## src/rtl/spi_master.sv

```systemverilog
// Single-byte SPI master: MOSI sent LSB-first, MISO received MSB-first, all four CPOL/CPHA modes.
// Define SPI_MASTER_LOOPBACK_EN to add an internal loopback (CS held high, MOSI fed to the sampler).
module spi_master #(
  parameter int unsigned CLK_DIV = 2,
  parameter int unsigned DATA_W  = 8
) (
  input  logic              clk,
  input  logic              reset,
  input  logic [1:0]        MODE,
  input  logic              start,
  input  logic [DATA_W-1:0] tx_data,
`ifdef SPI_MASTER_LOOPBACK_EN
  input  logic              loopback,
`endif
  output logic              busy,
  output logic              done,
  output logic [DATA_W-1:0] rx_data,
  output logic              sclk,
  output logic              MOSI,
  input  logic              MISO,
  output logic              CS
);
  localparam int unsigned   DIV      = (CLK_DIV == 0) ? 1 : CLK_DIV;
  localparam logic [7:0]    DIV_LAST = 8'(DIV - 1);
  localparam int unsigned   BW       = $clog2(DATA_W);
  localparam logic [BW-1:0] BIT_LAST = BW'(DATA_W - 1);

  typedef enum logic [1:0] {IDLE, LEAD, SHIFT, TRAIL} state_e;

  state_e              state_q, state_d;
  logic [7:0]          cnt_q, cnt_d;
  logic [BW-1:0]       bit_q, bit_d, bit_nxt;
  logic                trail_q, trail_d;
  logic                fin_q, fin_d;
  logic                cpha_q, cpha_d;
  logic [DATA_W-1:0]   tx_q, tx_d;
  logic [DATA_W-1:0]   rx_shift_q, rx_shift_d;
  logic [DATA_W-1:0]   rx_data_q, rx_data_d;
  logic                sclk_q, sclk_d;
  logic                mosi_q, mosi_d;
  logic                cs_q, cs_d;
  logic                busy_q, busy_d;
  logic                done_q, done_d;
  logic                half_end, sample, lb_start;

  assign half_end = (cnt_q == DIV_LAST);
  assign bit_nxt  = bit_q + BW'(1);

`ifdef SPI_MASTER_LOOPBACK_EN
  logic lb_q;
  always_ff @(posedge clk or posedge reset) begin
    if (reset)                        lb_q <= 1'b0;
    else if (state_q == IDLE && start) lb_q <= loopback;
  end
  assign lb_start = loopback;
  assign sample   = lb_q ? mosi_q : MISO;
`else
  assign lb_start = 1'b0;
  assign sample   = MISO;
`endif

  always_ff @(posedge clk or posedge reset) begin
    if (reset) begin
      state_q    <= IDLE;
      cnt_q      <= '0;
      bit_q      <= '0;
      trail_q    <= 1'b0;
      fin_q      <= 1'b0;
      cpha_q     <= 1'b0;
      tx_q       <= '0;
      rx_shift_q <= '0;
      rx_data_q  <= '0;
      sclk_q     <= 1'b0;
      mosi_q     <= 1'b0;
      cs_q       <= 1'b1;
      busy_q     <= 1'b0;
      done_q     <= 1'b0;
    end else begin
      state_q    <= state_d;
      cnt_q      <= cnt_d;
      bit_q      <= bit_d;
      trail_q    <= trail_d;
      fin_q      <= fin_d;
      cpha_q     <= cpha_d;
      tx_q       <= tx_d;
      rx_shift_q <= rx_shift_d;
      rx_data_q  <= rx_data_d;
      sclk_q     <= sclk_d;
      mosi_q     <= mosi_d;
      cs_q       <= cs_d;
      busy_q     <= busy_d;
      done_q     <= done_d;
    end
  end

  always_comb begin
    state_d    = state_q;
    cnt_d      = cnt_q;
    bit_d      = bit_q;
    trail_d    = trail_q;
    fin_d      = fin_q;
    cpha_d     = cpha_q;
    tx_d       = tx_q;
    rx_shift_d = rx_shift_q;
    rx_data_d  = rx_data_q;
    sclk_d     = sclk_q;
    mosi_d     = mosi_q;
    cs_d       = cs_q;
    busy_d     = busy_q;
    done_d     = 1'b0;
    case (state_q)
      IDLE: begin
        sclk_d = MODE[1];
        mosi_d = 1'b0;
        cs_d   = 1'b1;
        busy_d = 1'b0;
        if (start) begin
          state_d    = LEAD;
          cpha_d     = MODE[0];
          tx_d       = tx_data;
          rx_shift_d = '0;
          cnt_d      = '0;
          bit_d      = '0;
          trail_d    = 1'b0;
          fin_d      = 1'b0;
          busy_d     = 1'b1;
          cs_d       = lb_start;
          mosi_d     = MODE[0] ? 1'b0 : tx_data[0];
        end
      end
      // LEAD's last cycle produces edge 1, so LEAD and SHIFT share the edge logic;
      // trail_q tells whether the next edge is a trailing one.
      LEAD, SHIFT: begin
        cnt_d = half_end ? '0 : cnt_q + 8'd1;
        if (half_end) begin
          if (fin_q) begin
            state_d = TRAIL;
          end else begin
            state_d = SHIFT;
            sclk_d  = ~sclk_q;
            trail_d = ~trail_q;
            if (!trail_q) begin
              if (cpha_q) mosi_d = tx_q[bit_q];
              else        rx_shift_d = {rx_shift_q[DATA_W-2:0], sample};
            end else begin
              if (cpha_q)                  rx_shift_d = {rx_shift_q[DATA_W-2:0], sample};
              else if (bit_q != BIT_LAST)  mosi_d = tx_q[bit_nxt];
              if (bit_q == BIT_LAST) fin_d = 1'b1;
              else                   bit_d = bit_nxt;
            end
          end
        end
      end
      TRAIL: begin
        cnt_d = half_end ? '0 : cnt_q + 8'd1;
        if (half_end) begin
          state_d   = IDLE;
          cs_d      = 1'b1;
          rx_data_d = rx_shift_q;
          done_d    = 1'b1;
          busy_d    = 1'b0;
          mosi_d    = 1'b0;
        end
      end
      default: state_d = IDLE;
    endcase
  end

  assign busy    = busy_q;
  assign done    = done_q;
  assign rx_data = rx_data_q;
  assign sclk    = sclk_q;
  assign MOSI    = mosi_q;
  assign CS      = cs_q;
endmodule

```

## config.mk

```make
export PLATFORM = sky130hd
export DESIGN_NAME = spi_master
export DESIGN_NICKNAME = d
export VERILOG_FILES = /design/src/rtl/spi_master.sv
export SDC_FILE = /design/constraint.sdc
export NUM_CORES = 1
export LEC_CHECK = 0
export BUFFER_PORTS_ARGS = -buffer_cell sky130_fd_sc_hd__buf_2
export CAP_MARGIN = 40
export CORE_MARGIN = 1.5
export CORE_UTILIZATION = 40
export DETAILED_ROUTE_END_ITERATION = 8
export GPL_TIMING_DRIVEN = 0
export PLACE_DENSITY = 0.55
export SETUP_SLACK_MARGIN = 0.15
export SYNTH_ARGS = -nofsm -noshare
export SYNTH_HDL_FRONTEND = slang
export SYNTH_SLANG_ARGS = --single-unit
```

## constraint.sdc

```tcl
create_clock -name clk -period 5.97 [get_ports clk]
set_input_delay 0.2985 -clock clk [delete_from_list [all_inputs] [get_ports clk]]
set_output_delay 0.2985 -clock clk [all_outputs]
set_load 0.005 [all_outputs]
```

[Word-level counts from Yosys, hierarchy flattened]
Index checks and enable logic that the tools add are counted.
Storage, ports and cells
  output and inout bits: 13
  bits in registers: 45
  word-level logic and storage cells: 105
  input port bits: 14
Operators by class
  equality and inequality tests: 17
  add/subtract/negate cells: 2
  $lt $le $gt $ge: 2
  multiplexer cells: 53
  bitwise gates (word level): 2
  reductions and logical operators: 15
Operator list (count)
  $mux W8: 7
  $pmux W8 S2: 2
  $mux W1: 26
  $ne A3 B3 Y1 const B: 6
  $reduce_and A6 Y1: 3
  $mux W3: 5
  $ne A2 B2 Y1 const B: 6
  $pmux W1 S2: 5
  $reduce_and A3 Y1: 3
  $add A8 B1 Y8 const B: 1
  $eq A8 B1 Y1 const B: 1
  $lt A3 B4 Y1 const B: 2
  $bmux W1 S3: 2
  $mux W2: 3
  $pmux W2 S3: 1
  $pmux W3 S2: 1
  $reduce_and A2 Y1: 3
  $eq A2 B2 Y1 const B: 2
  $reduce_and A4 Y1: 1
  $reduce_bool A2 Y1: 2
  $add A3 B1 Y3 const B: 1
  $eq A3 B3 Y1 const B: 1
  $pmux W1 S3: 1
  $reduce_or A3 Y1: 1
  4 further kinds: 5

[Depth between registers and ports, before layout]
Gate-level depths: netlist (run 1).
  depth in word-level cells: 9
  depth in mapped cells: 7

[Worst setup path before layout (run 1)]
OpenSTA, ideal clock, no wires.
  path kind: reg2reg
  start point: reg cnt_q[1]
  end point: reg rx_data_q[0], in the netlist rx_data[0]
  required time: 5845 ps
  clock period less this slack: 1919 ps
  buffers on the path: 0
  library setup time: 125 ps
  stages on the path, launching flop included: 7
  setup slack: 4051 ps
  arrival: 1794 ps
  cell sequence: dfrtp_1 inv_1 ha_1 or4b_4 nor2_1 nand2_2 mux2_2
On the way
  longest elaborated chain between the ends: 2
Ends and longest elaborated chain
  start, declared: line 31  | logic [7:0] cnt_q, cnt_d;
  start signal, assigned: line 80  | cnt_q <= cnt_d;
  $eq A8 B1 Y1: line 46  | assign half_end = (cnt_q == DIV_LAST);
  $reduce_and A2 Y1 (no source line)
  end signal, assigned: line 87  | rx_data_q <= rx_data_d;
  end, declared: line 38  | logic [DATA_W-1:0] rx_data_q, rx_data_d;
No other way between the ends.
A chain may end at the register's enable or synchronous reset.

[Worst setup path in the final report (run 1)]
Ends and elaborated chain as after synthesis.

==> results of run 1 <==
[repair_timing]
action | in CTS | in global routing
endpoints found under the setup margin | 0 | 0
hold endpoints to repair | 11 | 0
hold buffers | 1 | 0
[final timing paths]
check	startpoint	endpoint	slack [ns]	cells after the start
hold / removal	MISO	rx_shift_q[0]$_DFFE_PP0P_	0.22	2
setup / recovery	cnt_q[1]$_DFFE_PP0P_	rx_data[0]$_DFFE_PP0P_	3.75	6
setup reg to reg	cnt_q[1]$_DFFE_PP0P_	rx_data[0]$_DFFE_PP0P_	3.75	6
max in group asynchronous	reset	CS$_DFFE_PP1P_	4.86	4
min in group asynchronous	reset	rx_data[6]$_DFFE_PP0P_	0.56	3
hold reg to reg	busy$_DFFE_PP0P_	busy$_DFFE_PP0P_	0.50	1
[through the flow]
step                 util  power, uW  area (um^2)  worst slack [ns]
global placement    0.451        322         2470              3.73
floorplan               -        315         2250              4.05
global route        0.473        537         2590              3.58
CTS                 0.473        522         2590              3.73
finish              0.473        513         2590              3.75
detailed placement  0.455        323         2490              3.74
[layout make-up]
class	instances	area (um^2)	share of cell area
buffer	7	26.3	0.0101
tap	72	90.1	0.0348
multi-input combinational	133	1070	0.412
clock buffer	7	86.3	0.0333
sequential	45	1130	0.435
timing repair buffer	28	160	0.0618
inverter	7	26.3	0.0101
clock inverter	1	7.51	0.00290
[cells in the mapped netlist, types with 2 or more instances]
cell	n
dfrtp_1	44
mux2_2	20
nand2_1	12
nor2_1	9
a22o_1	8
o21ai_0	8
a21oi_1	7
ha_1	7
inv_1	7
clkbuf_1	6
nor2b_1	5
xor2_1	5
a211oi_1	3
and2_1	3
and3_1	3
mux2i_1	3
mux4_2	3
nand2b_1	3
nand4_1	3
a21o_1	2
a221o_1	2
nor3_1	2
nor4b_1	2
o2bb2ai_1	2
or3_1	2
xnor2_1	2
[state kept, by name, indices dropped and copies added (netlist names), 2 cells and up]
name	flops
tx_q	8
rx_shift_q	8
bit_q	3
rx_data	8
cnt_q	8
state_q	2
[worst reg2reg max path, delay by kind of cell (launching register included)]
family | cells | cell delay, ns
adders and majority gates | 1 | 0.15
buffers and inverters | 1 | 0.07
DFF | 1 | 0.43
muxes | 1 | 0.32
and+or+nand+nor | 3 | 1.12
[layer usage]
metal  wire (um)  GRT usage  vias up
li1            -          -      767
met1        2270      0.240      761
met2        1860      0.230       35
met3         218     0.0412        4
met4          27     0.0393        0
met5           0          0        -
[cell usage in the layout (no fill, tap or decap), drive strengths merged, types with 5 or more instances in the layout]
master  count
dfrtp      44
buf        28
mux2       20
nand2      13
clkbuf     13
nor2        9
a22o        8
o21ai       8
a21oi       7
ha          7
inv         7
nor2b       5
xor2        5
[cell families (layout without fill, tap and decap cells)]
group                    count (synthesis)  in the layout  share of synthesized area
buffers and inverters                   14             50                     0.0234
flip-flops                              45             45                      0.502
AO/OA/AOI/OAI                           40             40                      0.129
adder cells (fa/ha/maj)                  7              7                     0.0390
multiplexers                            26             26                      0.144
XOR/XNOR                                 7              7                     0.0273
AND/OR/NAND/NOR                         53             53                      0.136
[report_power, final]
group | internal, uW | total (uW) | switching (uW)
logic | 4.99 | 12.5 | 7.50
clock network | 94.2 | 196 | 102
registers | 304 | 304 | 0
total | 404 | 513 | 109
==> flow_summary.yaml, run 1 <==
status:
  status: "finished clean"
yosys:
  yosys.area.top_type: "dfrtp_1"
  synthCells: 192
  synth.distinct_cells: 45
  yosysTopAreaCellShare: 0.490
  synth-seq-cells: 45
  syn_nets: 213
  syn_area_mm2: 0.00225
  yosysSeqAreaShare: 0.502
  synthTopCellsByArea: "dfrtp_1, mux2_2, ha_1, a22o_1, mux4_2"
  async_reset_ff_frac: 1.00
  avgSynthCellArea_um2: 11.7
  synth_enable_flop_cells: 0
  ys_warn_count: 0
  synthFlopType: "dfrtp_1"
timing:
  fin_tns_setup_ns: 0
  rsz0062_at_grt: "false"
  skew_ns: 0.00698
  holdWs_ns: 0.220
  worstMarginPinSlew_ns: 0.544
  fmax_mhz: 451
  post-route-min-period_ns: 2.22
  hold_violations: 0
  slew_headroom: 0.633
  setup_viol: 0
  slew_violations: 0
  finalCritPeriodShare: 0.372
floorplan:
  start_util: 0.411
  fp.dieH_um: 78.0
  ioPinCount: 27
  die_w_um: 78.0
  dieArea_mm2: 0.00608
  core_area_mm2: 0.00547
  placementRows: 27
routing:
  num_vias: 1567
  wl_per_cell_um: 14.6
  wl_mm: 4.38
  drc_errors: 0
  ant_nets: 0
  viasPerCell: 5.22
  drt_iter0_drc: 71
  firstDrtPassIters: 4
clock_tree:
  ctsResizeCount: 0
  cts.path.max_buffers: 2
  insertion_delay_ns: 0.29
  postCtsSetupBuffers: 0
  clk_pin_slew_ns: 0.09
  cts_sinks: 45
  cts_tree: "built"
  cts_inserted_buffers: 5
  ctsRootBufferMaster: "clkbuf_8"
  h-tree-depth: 2
finish:
  area_delta_synth_final_pct: 15.3
  layout-drive-gt1-share: 0.294
  fill_cells: 535
  fin_nets: 248
  fin_cells: 300
  diodes: 0
placed_design:
  globalplace.congestion: 0.746
  dp_cells: 291
  numPortBuffers: 26
  dp.final_hpwl_mm: 3.22
global_route:
  grt_remaining_overflow: 0
  grt_max_degree: 28
  track_usage: 0.160
  antenna_found_initial: 0
  grt_pass1_wl_mm: 7.67
  grt_pass1_vias: 1557
setup_path:
  max_stage_delay_ns: 0.48
  path_class: "flip-flop to flip-flop"
  cp-end-kind: "flip-flop"
  cp.buffers_inverters: 1
  arrival_ns: 2.40
  required_ns: 6.15
  crit_family: "simple AND/OR/NAND/NOR gates"
  cp_slowest_cell: "or4b_4"
  cp-start-kind: "flip-flop"
  crit_fanout: 9
  crit_chain: "inv_1 > ha_1 > or4b_4 > nor2_1 > nand2_2 > mux2_2"
job:
  max_cap_viol_count: 0
power:
  ir_drop_mv: 0.133
  p_leak_uw: 0.00124
  p_per_area_mw_per_mm2: 198
worst_hold_path:
  hold_class: "primary input to flip-flop"
Power figures use the tool's default switching activity.
==> run 2, diff against run 1 <==
- PLACE_DENSITY: 0.55 -> 0.58
- clock period: 5.97 -> 2 ns (I/O delays scaled with it)
==> flow_summary.yaml, run 2 (same netlist as run 1, synthesis figures left out) <==
status:
  status: "finished with violations"
  violations: "setup timing"
routing:
  ant_nets: 0
  wl_mm: 4.59
  wl_per_cell_um: 14.7
  drc_errors: 0
  firstDrtPassIters: 4
  viasPerCell: 5.21
  drt_iter0_drc: 74
  num_vias: 1621
finish:
  diodes: 0
  fin_nets: 259
  area_delta_synth_final_pct: 27.4
  layout-drive-gt1-share: 0.406
  layout_commonest_cell: "dfrtp_1"
  layout_common_cells: "dfrtp_1, buf_2, buf_4, mux2_2, nand2_1"
setup_path:
  reg2reg_slack_ns: -0.009
  crit_fanout: 3
  cp-start-kind: "flip-flop"
  arrival_ns: 2.23
  cp-end-kind: "flip-flop"
  rr_worst_depth: 6
  required_ns: 2.22
  worstReg2RegStart: "cnt_q[1]$_DFFE_PP0P_"
  path_class: "flip-flop to flip-flop"
  reg2reg_to: "MOSI$_DFFE_PP0P_"
power:
  p_leak_uw: 0.00138
  p_per_area_mw_per_mm2: 575
  ir_drop_mv: 0.407
floorplan:
  ioPinCount: 27
  die_w_um: 78.0
  fp.dieH_um: 78.0
  start_util: 0.411
  dieArea_mm2: 0.00608
  core_area_mm2: 0.00547
  placementRows: 27
worst_hold_path:
  hold_depth: 2
  hold_class: "primary input to flip-flop"
  min-delay-start: "MISO"
  min_to: "rx_shift_q[0]$_DFFE_PP0P_"
clock_tree:
  cts.path.max_buffers: 2
  insertion_delay_ns: 0.30
  cts_tree: "built"
  cts_inserted_buffers: 5
  clk_pin_slew_ns: 0.09
  ctsRootBufferMaster: "clkbuf_8"
  h-tree-depth: 2
  cts_sinks: 45
job:
  max_cap_viol_count: 0
global_route:
  globalRouteMet2Util: 0.230
  grt_max_degree: 36
  antenna_found_initial: 0
  top_usage_layer: "met1"
  use_met3: 0.0388
  track_usage: 0.160
  grt_remaining_overflow: 0
  grtUsageMet1: 0.237
  grt_pass1_vias: 1551
  grt_pass1_wl_mm: 7.62
timing:
  post-route-min-period_ns: 2.01
  worstMarginPinSlew_ns: 0.458
  skew_ns: 0.0109
  fmax_mhz: 498
  slew_violations: 0
  fin_tns_setup_ns: -0.00858
  finalCritPeriodShare: 1.00
  holdWs_ns: 0.0108
  setup_viol: 1
  layout_setup_ws_ns: -0.00858
  rsz0062_at_grt: "true"
  hold_violations: 0
  slew_headroom: 0.695
placed_design:
  globalplace.congestion: 0.716
  dp.final_hpwl_mm: 3.17
  numPortBuffers: 26
## run 2: power breakdown
part / total, uW / internal (uW) / switching, uW
registers: 909 / 909 / 0
logic: 37.9 / 15.0 / 22.9
clock network: 701 / 375 / 326
total: 1650 / 1300 / 349
## run 2: layout make-up
| type | instances | area, um^2 |
|---|---|---|
| timing repair buffer | 39 | 250 |
| inverter | 7 | 26.3 |
| sequential | 45 | 1130 |
| multi-input combinational | 133 | 1220 |
| buffer | 7 | 36.3 |
| clock buffer | 5 | 68.8 |
| clock inverter | 3 | 43.8 |
| tap | 72 | 90.1 |
| fill | 517 | 2610 |
## run 2: metal layers
| metal | vias up | share of wire |
|---|---|---|
| met5 | - | 0 |
| met4 | 0 | 0.010 |
| met3 | 5 | 0.045 |
| li1 | 792 | - |
| met2 | 24 | 0.44 |
| met1 | 800 | 0.51 |
## run 2: worst max-delay path by stage
stage                     cells past startpoint                 start  slack (ns)                         to
after global placement                        6  cnt_q[1]$_DFFE_PP0P_       -0.17  rx_shift_q[4]$_DFFE_PP0P_
final                                         6  cnt_q[1]$_DFFE_PP0P_      -0.009           MOSI$_DFFE_PP0P_
after CTS                                     6  cnt_q[1]$_DFFE_PP0P_        0.04           MOSI$_DFFE_PP0P_
after detailed placement                      6  cnt_q[1]$_DFFE_PP0P_       -0.22  rx_shift_q[2]$_DFFE_PP0P_
after floorplan                               6  cnt_q[1]$_DFFE_PP0P_        0.15           MOSI$_DFFE_PP0P_
after global routing                          6  cnt_q[1]$_DFFE_PP0P_       -0.05           MOSI$_DFFE_PP0P_
## run 2: stage by stage
| stage | setup slack, ns | power [uW] | std cells | area (um^2) | utilization |
|---|---|---|---|---|---|
| finish | -0.00858 | 1650 | 311 | 2860 | 0.523 |
| global route | -0.0525 | 1710 | 311 | 2860 | 0.523 |
| CTS | 0.0368 | 1670 | 305 | 2710 | 0.496 |
| detailed placement | -0.219 | 965 | 291 | 2520 | 0.460 |
| global placement | -0.167 | 960 | 290 | 2500 | 0.457 |
| floorplan | 0.151 | 941 | 192 | 2280 | - |
## run 2: what timing repair did
| item | CTS | global route |
|---|---|---|
| hold endpoints to repair | 10 | 0 |
| setup buffers | 5 | 6 |
| setup endpoints to repair | 41 | 41 |
| resized for setup | 9 | 34 |
| hold buffers | 1 | 0 |
| gates cloned | 0 | 0 |
| pin swaps | 2 | 7 |
## run 2: critical path, stage by stage, from the launching register on
cell	delay, ns
dfrtp_1	0.40
inv_1	0.07
ha_2	0.18
or4b_4	0.50
or3_4	0.38
o221a_4	0.26
a41oi_2	0.14
